$ cat src/rtl/note_period_classifier.sv
// note_period_classifier: times full periods of a square wave and locks onto a table note
// after STABLE_CNT consecutive matches. `NOTE_PERIOD_OUT_EN adds period_out/period_strobe.
module note_period_classifier #(
   parameter int                          NUM_NOTES    = 8,
   parameter int                          NOTE_W       = 3,
   parameter int                          CNT_W        = 16,
   parameter logic [NUM_NOTES*CNT_W-1:0]  NOTE_PERIODS = {16'd4883, 16'd5208, 16'd5864, 16'd6510,
                                                         16'd7237, 16'd8013, 16'd8929, 16'd9766},
   parameter int                          TOL          = 100,
   parameter int                          STABLE_CNT   = 3,
   parameter int                          MAX_PERIOD   = 12000
) (
   input  logic              clk,
   input  logic              reset,
   input  logic              waveform,
   output logic [NOTE_W-1:0] note_out,
   output logic              note_valid,
   output logic              note_change,
   output logic              silence
`ifdef NOTE_PERIOD_OUT_EN
   ,
   output logic [CNT_W-1:0]  period_out,
   output logic              period_strobe
`endif
);

   localparam int                STAGES   = 1;
   localparam logic [CNT_W-1:0]  MAX_V    = CNT_W'(MAX_PERIOD);
   localparam logic [CNT_W:0]    TOL_V    = (CNT_W+1)'(TOL);
   localparam logic [3:0]        STABLE_V = 4'(STABLE_CNT);

   typedef enum logic [1:0] {IDLE, MEASURE, LOCKED} state_t;

   logic sync1_q, sync2_q, prev_q;
   logic rise, timeout;

   always_ff @(posedge clk or posedge reset) begin
      if (reset) begin
         sync1_q <= 1'b0;
         sync2_q <= 1'b0;
         prev_q  <= 1'b0;
      end else begin
         sync1_q <= waveform;
         sync2_q <= sync1_q;
         prev_q  <= sync2_q;
      end
   end

   assign rise = sync2_q & ~prev_q;

   // Rise beats timeout so a period of exactly MAX_PERIOD is still classified.
   logic [CNT_W-1:0] cnt_q, cnt_d, period_q;
   assign timeout = (cnt_q == MAX_V) & ~rise;

   always_comb begin
      cnt_d = cnt_q;
      if (rise)
         cnt_d = CNT_W'(1);
      else if (cnt_q != MAX_V)
         cnt_d = cnt_q + CNT_W'(1);
   end

   state_t            state_q, state_d;
   logic [STAGES:0]   vld_pipe_q;
   logic              match_q;
   logic [NOTE_W-1:0] idx_q;

   always_ff @(posedge clk or posedge reset) begin
      if (reset) begin
         cnt_q      <= '0;
         period_q   <= '0;
         vld_pipe_q <= '0;
      end else begin
         cnt_q      <= cnt_d;
         if (rise)
            period_q <= cnt_q;
         vld_pipe_q <= {vld_pipe_q[STAGES-1:0], rise & (state_q != IDLE)};
      end
   end

   logic [NUM_NOTES-1:0] hit_vec;
   logic [NOTE_W-1:0]    hit_idx;

   for (genvar g = 0; g < NUM_NOTES; g++) begin : g_win
      logic signed [CNT_W:0] diff;
      logic        [CNT_W:0] adiff;
      assign diff       = $signed({1'b0, period_q}) - $signed({1'b0, NOTE_PERIODS[g*CNT_W +: CNT_W]});
      assign adiff      = diff[CNT_W] ? $unsigned(-diff) : $unsigned(diff);
      assign hit_vec[g] = (adiff <= TOL_V);
   end

   // Descending scan so the lowest matching index wins on overlapping windows.
   always_comb begin
      hit_idx = '0;
      for (int i = NUM_NOTES-1; i >= 0; i--)
         if (hit_vec[i])
            hit_idx = NOTE_W'(i);
   end

   always_ff @(posedge clk or posedge reset) begin
      if (reset) begin
         match_q <= 1'b0;
         idx_q   <= '0;
      end else begin
         match_q <= |hit_vec;
         idx_q   <= hit_idx;
      end
   end

   logic [NOTE_W-1:0] cand_q, cand_d, note_q, note_d;
   logic [3:0]        run_q, run_d;
   logic              valid_q, valid_d, change_q, change_d, silence_q, silence_d;

   always_ff @(posedge clk or posedge reset) begin
      if (reset) begin
         state_q   <= IDLE;
         cand_q    <= '0;
         run_q     <= '0;
         note_q    <= '0;
         valid_q   <= 1'b0;
         change_q  <= 1'b0;
         silence_q <= 1'b1;
      end else begin
         state_q   <= state_d;
         cand_q    <= cand_d;
         run_q     <= run_d;
         note_q    <= note_d;
         valid_q   <= valid_d;
         change_q  <= change_d;
         silence_q <= silence_d;
      end
   end

   always_comb begin
      state_d   = state_q;
      cand_d    = cand_q;
      run_d     = run_q;
      note_d    = note_q;
      valid_d   = valid_q;
      change_d  = 1'b0;
      silence_d = silence_q;
      if (timeout) begin
         state_d   = IDLE;
         valid_d   = 1'b0;
         silence_d = 1'b1;
         run_d     = '0;
      end else begin
         if (rise) begin
            silence_d = 1'b0;
            if (state_q == IDLE)
               state_d = MEASURE;
         end
         if (vld_pipe_q[STAGES] && state_q != IDLE) begin
            if (!match_q)
               run_d = '0;
            else if (idx_q == cand_q)
               run_d = (run_q >= STABLE_V) ? run_q : run_q + 4'd1;
            else begin
               cand_d = idx_q;
               run_d  = 4'd1;
            end
            // While locked, a new candidate only takes over once it is itself stable.
            if (match_q && run_d >= STABLE_V) begin
               if (state_q == MEASURE) begin
                  state_d  = LOCKED;
                  note_d   = cand_d;
                  valid_d  = 1'b1;
                  change_d = 1'b1;
               end else if (cand_d != note_q) begin
                  note_d   = cand_d;
                  change_d = 1'b1;
               end
            end
         end
      end
   end

   assign note_out    = note_q;
   assign note_valid  = valid_q;
   assign note_change = change_q;
   assign silence     = silence_q;

`ifdef NOTE_PERIOD_OUT_EN
   logic strobe_q;
   always_ff @(posedge clk or posedge reset) begin
      if (reset)
         strobe_q <= 1'b0;
      else
         strobe_q <= rise;
   end
   assign period_out    = period_q;
   assign period_strobe = strobe_q;
`endif

endmodule

$ cat config.mk
export PLATFORM = sky130hd
export DESIGN_NAME = note_period_classifier
export DESIGN_NICKNAME = d
export VERILOG_FILES = /design/src/rtl/note_period_classifier.sv
export SDC_FILE = /design/constraint.sdc
export NUM_CORES = 1
export LEC_CHECK = 0
export ABC_AREA = 1
export ABC_CLOCK_PERIOD_IN_PS = 5500
export BUFFER_PORTS_ARGS = -buffer_cell sky130_fd_sc_hd__buf_2
export CAP_MARGIN = 20
export CORE_MARGIN = 5
export CORE_UTILIZATION = 60
export DETAILED_ROUTE_END_ITERATION = 8
export HOLD_SLACK_MARGIN = 0.08
export PLACE_DENSITY = 0.83
export SLEW_MARGIN = 20
export SYNTH_ARGS = -nofsm -noshare
export SYNTH_HDL_FRONTEND = slang
export SYNTH_SLANG_ARGS = --single-unit
$ cat constraint.sdc
create_clock -name clk -period 5.5 [get_ports clk]
set_input_delay 1.1 -clock clk [delete_from_list [all_inputs] [get_ports clk]]
set_output_delay 1.1 -clock clk [all_outputs]
set_load 0.01 [all_outputs]
; Word level (Yosys, flattened, before mapping)
; Index checks and enable logic that the tools add are counted.
[word_totals]
regBits = 56
inputBits = 3
[op_classes]
addsub = 18
magnitude_cmp = 10
n_eq_ne = 5
muxes = 48
bitwise = 6
reduce_logical = 14
[op_table]
columns = op, count
row1 = "<= comparator 17 x 7 -> 1 bit, second input constant", 8
row2 = 2-to-1 mux 17 bit, 8
row3 = negation 17 bit, 8
row4 = "subtractor 16 x 13 -> 17 bit, second input constant", 6
row5 = 2-to-1 mux 3 bit, 14
row6 = "subtractor 16 x 14 -> 17 bit, second input constant", 2
row7 = 2-to-1 mux 16 bit, 2
row8 = 2-to-1 mux 4 bit, 7
row9 = "adder 16 x 1 -> 16 bit, second input constant", 1
row10 = "== test 16 x 14 -> 1 bit, second input constant", 1
row11 = "!= test 16 x 14 -> 1 bit, second input constant", 1
row12 = nonzero test 2 bit, 7
row13 = 2-to-1 mux 2 bit, 6
row14 = 2-to-1 mux 1 bit, 11
row15 = ">= comparator 4 x 2 -> 1 bit, second input constant", 2
row16 = OR reduction 8 bit, 1
row17 = "adder 4 x 1 -> 4 bit, second input constant", 1
row18 = AND reduction 4 bit, 1
row19 = AND 1 bit, 3
row20 = == test 3 bit, 1
row21 = != test 3 bit, 1
row22 = inverter 1 bit, 3
row23 = AND reduction 3 bit, 1
row24 = "== test 2 x 1 -> 1 bit, second input constant", 1
row25 = 3 further kinds, 4

; Logic depth before layout (Yosys ltp)
; Gate-level depths: netlist of the first run.
[depth]
ltp_word = 12
depth_mapped = 23
ltp_nobuf = 22

; Worst setup path after synthesis of the first run
; No wires, ideal clock.
[synth_path]
kind = reg-to-reg
start = reg period_q[0]
end = reg match_q
setup_ns = 0.120
arrival_ns = 2.352
required_ns = 5.380
slack_ns = 3.028
stages_incl_launch_ff = 19
path_buffers = 2
period_less_slack_ns = 2.472
path_cell_list = dfrtp_1 buf_2 inv_1 ha_1 inv_2 nor2_1 nand2_1 nand3_2 o21a_2 buf_6 nand3_1 a21oi_1 nand2_1 nand2_1 nand2_1 nand4_1 nand2_1 nor2_1 nand2_1
[synth_between]
elab_chain_len = 5
elab_cells_between_ends = 33
cone_classes = add/sub (16) / order compare (8) / mux (8) / reduce/logical (1)
[synth_rtl]
columns = element, line_no
row1 = start: declaration, 52  ; logic [CNT_W-1:0] cnt_q, cnt_d, period_q;
row2 = start signal: assignment, 76  ; period_q <= cnt_q;
row3 = subtractor 16 x 14 -> 17 bit / subtractor 16 x 13 -> 17 bit (equally long branches), 87  ; assign diff = $signed({1'b0, period_q}) - $signed({1'b0, NOTE_PERIODS[g*CNT_W +: CNT_W]});
row4 = negation 17 bit, 88  ; assign adiff = diff[CNT_W] ? $unsigned(-diff) : $unsigned(diff);
row5 = 2-to-1 mux 17 bit, 88
row6 = <= comparator 17 x 7 -> 1 bit, 89  ; assign hit_vec[g] = (adiff <= TOL_V);
row7 = OR reduction 8 bit (*), 105  ; match_q <= |hit_vec;
row8 = end signal: assignment, 105
row9 = end: declaration, 65  ; logic match_q;
; Mark *: on every way between the ends. The rest lies on a longest branch, timed or not.
; A chain may end at the register's enable or synchronous reset.

; Final worst setup path of the first run
; Same ends and word-level chain as after synthesis.

==> out/qor.csv, run 1 <==
metric;value;unit
outcome;complete, no violations;
ant_nets;0;
routedWlPerCell;16.0;µm
instances_no_fill;1633;
pwr-share-seq;28.6;%
synth-warning-count;0;
synth_area_leaders;nand2_1 (23%), dfrtp_1 (16%), nand3_1 (10%), inv_1 (6.5%), nor2_1 (6.3%);
tightest_slew;1.08;ns
start_kind;flip-flop;
core-area;13800;µm²
grt.total_usage;31.7;%
die_h;128;µm
critical_path_peak_fanout;12;
crit_type;reg -> reg;
ios;9;
initial_core_util;60.8;%
routed_wl;26.1;mm
maxCapViolCount;0;
fmax;0.280;GHz
synth_cell_types;52;
final_core_util;61.9;%
arrival;3.76;ns
drt_iter0_drc;1103;
syn_avg_cell_area;5.67;µm²
sw_frac_of_total;50.1;%
post-place-ws;2.06;ns
power_density;211;nW/µm²
globalplace.congestion;1.03;
critPathMostFrequentCell;nand2_1;
place_area;8370;µm²
grt_pass1_wl;42.5;mm
p_clk_share;18.2;%
vias;9494;
p_leak;4.80;nW
layout_commonest_cell;nand2_1;
grt_max_degree;57;
grt_pass1_vias;8604;
die-area;16400;µm²
h-tree-depth;2;
seq_area_frac_synth;16.7;%
dp_hpwl;19.5;mm
synth.top_cell.area_share;23.2;%
grt-ovfl-total;0;
vias_per_cell;5.81;
yosys.area.top_type;nand2_1;
die_w;128;µm
antenna_found_initial;0;
syn2layout_area_growth;1.72;%
clockRootBuffer;clkbuf_16;
clock_latency;0.29;ns
switchingPower;0.899;mW
hold_buffers;0;
syn_nets;1501;
ys.flop_type;dfrtp_1;
cts_buffers;5;
clock-skew-final;0.00940;ns
ctsResizeCount;0;
dpl.cell_count;1625;
drive_gt1_share;9.64;%
setup-violations-final;0;
ir_worst_vdd;0.240;mV
worst_slack;1.93;ns
fillers;1400;
netlist_area;8380;µm²
fin_area;8520;µm²
diodes;0;
end_kind;flip-flop;
slew_headroom;27.7;%
critPathSlowestCell;a21oi_1;
drc;0;
path_clk_slew;0.07;ns
ys_ff_latch;56;
slowest_delay;0.69;ns
required;5.68;ns
crit_chain;inv_1, ha_1, inv_2, nand2_2, nand2_2, nand3_1, nand2_1, a21oi_1, inv_1, nand2_1, nand3_1, o21ai_0, nor2_1, nand4_2, nand2_1, nor2_1, nand2_1;
cts_tree;done;
cts_setup_buffers;0;
drv_slew;0;
clockBufferDepth;2;
tns;0;ns
synth-edff-count;0;
cts.sinks;56;
combinationalPowerShare;53.2;%
port_buffers;8;
fin_crit_sh;65.0;%
min_period;3.57;ns
p_int;0.895;mW
rsz0062_at_grt;no;
mostFrequentLayoutCells;nand2_1 (518), nand3_1 (174), inv_1 (143), nor2_1 (139), o21ai_0 (72);
dr.pass1.iters;8;
async_reset_ff_share;100;%
hold_path.class;reg -> reg;
synthCells;1478;
final_nets;1475;
rows;43;
hold_violations;0;
==> registers in the layout (all words and copies together) (netlist names), 2 cells and up <==
name        cells
cnt_q          16
period_q       16
run_q           4
cand_q          3
idx_q           3
note_out        3
state_q         2
vld_pipe_q      2
==> Yosys cell counts, drive strengths merged, types with 3 or more instances <==
library cell,count
nand2,548
nand3,183
ha,20
nand3b,8
o21ai,89
xor2,54
clkinv,5
nor4,4
inv,170
clkbuf,9
dfrtp,55
nor3,20
buf,40
a31oi,4
xnor2,7
nand4,31
o21bai,5
a21oi,39
o21a,3
nor2,166
==> power by group through the flow <==
stage                     Combinational (mW)  Clock (mW)  Sequential, mW
final                                  0.954       0.327           0.513
after global routing                    1.06       0.348           0.517
after CTS                              0.929       0.330           0.510
after detailed placement               0.923           0           0.518
after global placement                 0.913           0           0.516
after floorplan                        0.778           0           0.476
==> logic make-up after synthesis <==
family | Yosys count | share of synthesized area [%]
simple gates | 967 | 51.4
buf+inv | 224 | 11.9
compound gates | 148 | 9.95
xor+xnor | 61 | 6.74
flops | 56 | 16.7
fa+ha+maj | 20 | 2.99
mux | 2 | 0.239
==> per-layer routing <==
| layer | track usage (%) | vias to the layer above | wire length, µm |
|---|---|---|---|
| li1 | - | 4647 | - |
| met4 | 15.4 | 0 | 1610 |
| met5 | 0 | - | 0 |
| met1 | 40.7 | 4220 | 10200 |
| met2 | 51.3 | 515 | 11500 |
| met3 | 5.75 | 112 | 2780 |
==> through the flow <==
stage	power [mW]	hold WS (ns)
after global routing	1.93	0.385
after floorplan	1.25	0.331
after detailed placement	1.44	0.338
after CTS	1.77	0.364
final	1.79	0.365
after global placement	1.43	0.332
==> layout make-up <==
type | instances | area (µm²) | share of cell area [%]
Multi-Input combinational cell | 1198 | 5980 | 70.2
Sequential cell | 56 | 1400 | 16.5
Inverter | 175 | 659 | 7.74
Tap cell | 180 | 225 | 2.64
Clock buffer | 5 | 125 | 1.47
Timing Repair Buffer | 16 | 100 | 1.17
Clock inverter | 3 | 28.8 | 0.338
==> path summary, 6_finish.rpt <==
path	from	to	slack (ns)	cells after the start
hold / removal	sync1_q$_DFF_PP0_	sync2_q$_DFF_PP0_	0.36	0
setup reg to reg	period_q[0]$_DFFE_PP0P_	match_q$_DFF_PP0_	1.93	17
min in group asynchronous	reset	run_q[1]$_DFFE_PP0P_	0.99	3
hold reg to reg	sync1_q$_DFF_PP0_	sync2_q$_DFF_PP0_	0.36	0
max in group asynchronous	reset	period_q[5]$_DFFE_PP0P_	4.05	3
setup / recovery	period_q[0]$_DFFE_PP0P_	match_q$_DFF_PP0_	1.93	17
==> worst max-delay path: cells and delay by family, from the launching register on <==
family / cells / cell delay (ns)
compound gates: 2 / 0.85
fa+ha+maj: 1 / 0.37
buf+inv: 3 / 0.57
flops: 1 / 0.56
simple gates: 11 / 1.10
Power figures use the tool's default switching activity.
==> run 2, diff against run 1 <==
Settings changed: ABC_AREA 1 to 0, ABC_CLOCK_PERIOD_IN_PS 5500 to 2900, PLACE_DENSITY 0.83 to 0.86.
Clock period 5.5 ns to 2.9 ns, I/O delays scaled along.
==> out/qor.csv, run 2 <==
metric;value;unit
synth_area_leaders;dfrtp_1 (18%), xnor2_1 (8.8%), a21oi_1 (5.0%), nor2_1 (4.9%), nand2_1 (4.5%);
synthTopCellsByCount;nor2_1 (101), nand2_1 (93), a21oi_1 (78), xnor2_1 (78), o21ai_0 (65);
clockRootBuffer;clkbuf_16;
netlist_area;7810;µm²
grt.total_usage;74.1;%
cts.sinks;56;
globalplace.congestion;1.22;
error_line;[ERROR GRT-0232] Routing congestion too high. Check the congestion heatmap in the GUI.;
ys.flop_type;dfrtp_1;
synth-edff-count;0;
synth.top_cell.area_share;17.6;%
grt-ovfl-total;6;
ys_ff_latch;56;
seq_area_frac_synth;18.0;%
dpl.cell_count;1482;
synth_cell_types;87;
synth-warning-count;0;
synth.most_common_cell;nor2_1;
crit_endpoint;match_q$_DFF_PP0_/D;
h-tree-depth;2;
clockBufferDepth;2;
rows;41;
cts_buffers;5;
async_reset_ff_share;100;%
ios;9;
grt_max_degree;48;
port_buffers;8;
syn_nets;1105;
haltStage;5_1_grt;
dp_hpwl;24.9;mm
synthCells;1082;
outcome;stopped before the end;
initial_core_util;61.6;%
die_w;124;µm
endpoint_type;register input;
syn_avg_cell_area;7.21;µm²
yosys.area.top_type;dfrtp_1;
die_h;124;µm
==> run 2: through the flow <==
step	instance area (µm²)	setup slack, ns	utilization, %
floorplan	7970	-0.418	-
global placement	10100	-0.530	79.7
CTS	10700	-0.457	84.6
detailed placement	10100	-0.701	79.7
==> run 2: what timing repair did <==
| action | CTS |
|---|---|
| gates cloned | 1 |
| endpoints found under the setup margin | 4 |
| hold buffers | 0 |
| setup buffers | 11 |
| resized for setup | 80 |
| pin swaps | 24 |
==> run 2: logic make-up after synthesis <==
kind of cell	after synthesis	share of synthesized area, %
AO/OA/AOI/OAI	361	32.3
adder cells (fa/ha/maj)	20	3.21
flip-flops	56	18.0
buffers and inverters	108	5.82
multiplexers	13	1.76
XOR/XNOR	91	10.2
AND/OR/NAND/NOR	433	28.7
==> run 2: per-layer routing <==
| layer | track usage, % | overflow |
|---|---|---|
| met5 | 39.6 | 0 |
| met4 | 70.2 | 2 |
| met3 | 65.6 | 0 |
| met2 | 86.4 | 4 |
| met1 | 73.6 | 0 |
==> run 3, diff against run 2 <==
Settings changed: ABC_CLOCK_PERIOD_IN_PS 2900 to 3800, CORE_UTILIZATION 60 to 40, HOLD_SLACK_MARGIN 0.08 to unset, PLACE_DENSITY 0.86 to unset, PLACE_DENSITY_LB_ADDON set to 0.15.
Clock period 2.9 ns to 3.8 ns, I/O delays scaled along.
==> out/qor.csv, run 3 <==
metric;value;unit
tns;0;ns
cp.depth;11;
final_nets;1150;
drv_slew;0;
path_clk_slew;0.09;ns
synth.most_common_cell;nor2_1;
die_w;150;µm
clock_latency;0.31;ns
final_core_util;45.9;%
routedWlPerCell;21.2;µm
syn2layout_area_growth;13.7;%
synth.top_cell.area_share;17.6;%
drive_gt1_share;14.9;%
synthTopCellsByCount;nor2_1 (101), nand2_1 (93), a21oi_1 (78), xnor2_1 (78), o21ai_0 (65);
vias_per_cell;6.26;
dp_hpwl;22.7;mm
initial_core_util;40.4;%
cts_tree;done;
synth-warning-count;0;
layout_commonest_cell;buf_4;
grt-ovfl-total;0;
rsz0062_at_grt;no;
start_kind;flip-flop;
yosys.area.top_type;dfrtp_1;
crit_chain;inv_1, ha_1, a21o_1, a2111oi_1, buf_4, o211ai_1, and4_1, a211oi_1, o32ai_1, a211o_1, or4b_1;
syn_nets;1105;
routed_wl;29.5;mm
crit_start;period_q[2]$_DFFE_PP0P_;
fmax;0.278;GHz
ios;9;
critical_path_peak_fanout;7;
fillers;1996;
die_h;150;µm
antenna_found_initial;0;
synth_area_leaders;dfrtp_1 (18%), xnor2_1 (8.8%), a21oi_1 (5.0%), nor2_1 (4.9%), nand2_1 (4.5%);
setup-violations-final;0;
hold_path.class;reg -> reg;
ys_ff_latch;56;
synthCells;1082;
h-tree-depth;2;
crit_buf_inv;2;
grt_pass1_vias;7955;
synth-edff-count;0;
clock-skew-final;0.0105;ns
cts_buffers;5;
p_leak;3.49;nW
die-area;22400;µm²
seq_area_frac_synth;18.0;%
fin_crit_sh;94.5;%
tightest_slew;0.756;ns
port_buffers;8;
r2r_cells;11;
grt.total_usage;26.1;%
grt_pass1_wl;45.9;mm
diodes;0;
crit_type;reg -> reg;
drc;0;
ir_worst_vdd;0.202;mV
hold_violations;0;
slew_headroom;49.6;%
dr.pass1.iters;7;
critPathSlowestCell;or4b_1;
maxCapViolCount;0;
grt_max_degree;57;
mostFrequentLayoutCells;buf_4 (105), nor2_1 (101), nand2_1 (93), xnor2_1 (78), a21oi_1 (77);
slowest_delay;0.51;ns
clockBufferDepth;2;
end_kind;flip-flop;
outcome;complete, no violations;
arrival;3.77;ns
min_period;3.59;ns
required;3.98;ns
ant_nets;0;
clockRootBuffer;clkbuf_16;
async_reset_ff_share;100;%
core-area;19300;µm²
globalplace.congestion;0.976;
regToRegSetupSlack;0.21;ns
netlist_area;7810;µm²
endpoint;match_q$_DFF_PP0_;
crit_family;compound AO/OA/AOI/OAI gates;
ys.flop_type;dfrtp_1;
vias;8714;
drt_iter0_drc;773;
biggestRegsByFlops;cnt_q x16, period_q x16, run_q x4;
timing.rr.start;period_q[2]$_DFFE_PP0P_;
power_density;335;nW/µm²
synth_cell_types;87;
rows;51;
r2r-end;match_q$_DFF_PP0_;
cts.sinks;56;
syn_avg_cell_area;7.21;µm²
==> run 3: worst min-delay path by stage <==
| stage | slack (ns) | endpoint | cells after the start | start |
|---|---|---|---|---|
| detailed placement | 0.34 | sync2_q$_DFF_PP0_ | 0 | sync1_q$_DFF_PP0_ |
| CTS | 0.36 | sync2_q$_DFF_PP0_ | 0 | sync1_q$_DFF_PP0_ |
| global route | 0.37 | vld_pipe_q[1]$_DFF_PP0_ | 0 | vld_pipe_q[0]$_DFF_PP0_ |
| global placement | 0.33 | vld_pipe_q[1]$_DFF_PP0_ | 0 | vld_pipe_q[0]$_DFF_PP0_ |
| finish | 0.35 | sync2_q$_DFF_PP0_ | 0 | sync1_q$_DFF_PP0_ |
| floorplan | 0.33 | sync2_q$_DFF_PP0_ | 0 | sync1_q$_DFF_PP0_ |
==> run 3: timing repair <==
| item | in CTS | in global routing |
|---|---|---|
| setup endpoints to repair | 0 | 1 |
| gates resized for setup | 0 | 9 |
| setup buffers | 0 | 1 |
| hold buffers | 0 | 0 |
==> run 3: layout make-up <==
| cell class | instances | area, µm² | area share [%] |
|---|---|---|---|
| clock buffers | 5 | 125 | 1.41 |
| clock inverters | 3 | 27.5 | 0.310 |
| inverters | 30 | 116 | 1.31 |
| multi-input cells | 918 | 5990 | 67.5 |
| flip-flops and latches | 56 | 1400 | 15.8 |
| well taps | 265 | 332 | 3.74 |
| repair buffers | 116 | 880 | 9.91 |
==> run 3: cell families after synthesis <==
logic type,count (synthesis),synth area share [%]
buf+inv,108,5.82
compound gates,361,32.3
simple gates,433,28.7
flops,56,18.0
mux,13,1.76
xor+xnor,91,10.2
fa+ha+maj,20,3.21
==> run 3: where the power goes <==
group	internal [mW]	switching, mW
Clock	0.252	0.249
Combinational	0.688	1.09
Sequential	0.634	0.0640
==> run 3: per-stage QoR <==
stage	power (mW)	hold slack, ns	std cells	cell area, µm²	worst slack [ns]
2_1_floorplan	1.86	0.331	1082	7810	0.137
3_3_place_gp	2.41	0.333	1384	8670	0.208
3_5_place_dp	2.42	0.337	1384	8670	0.109
4_1_cts	2.93	0.357	1392	8820	0.0842
5_1_grt	3.17	0.375	1393	8870	0.0128
6_report	2.97	0.354	1393	8870	0.207
==> run 3: per-layer routing <==
metal | share of wire, % | track usage, % | vias up
li1 | - | - | 4153
met1 | 46 | 37.6 | 4178
met2 | 44 | 39.9 | 329
met3 | 6.3 | 3.45 | 54
met4 | 3.7 | 9.19 | 0
met5 | 0 | 0 | -
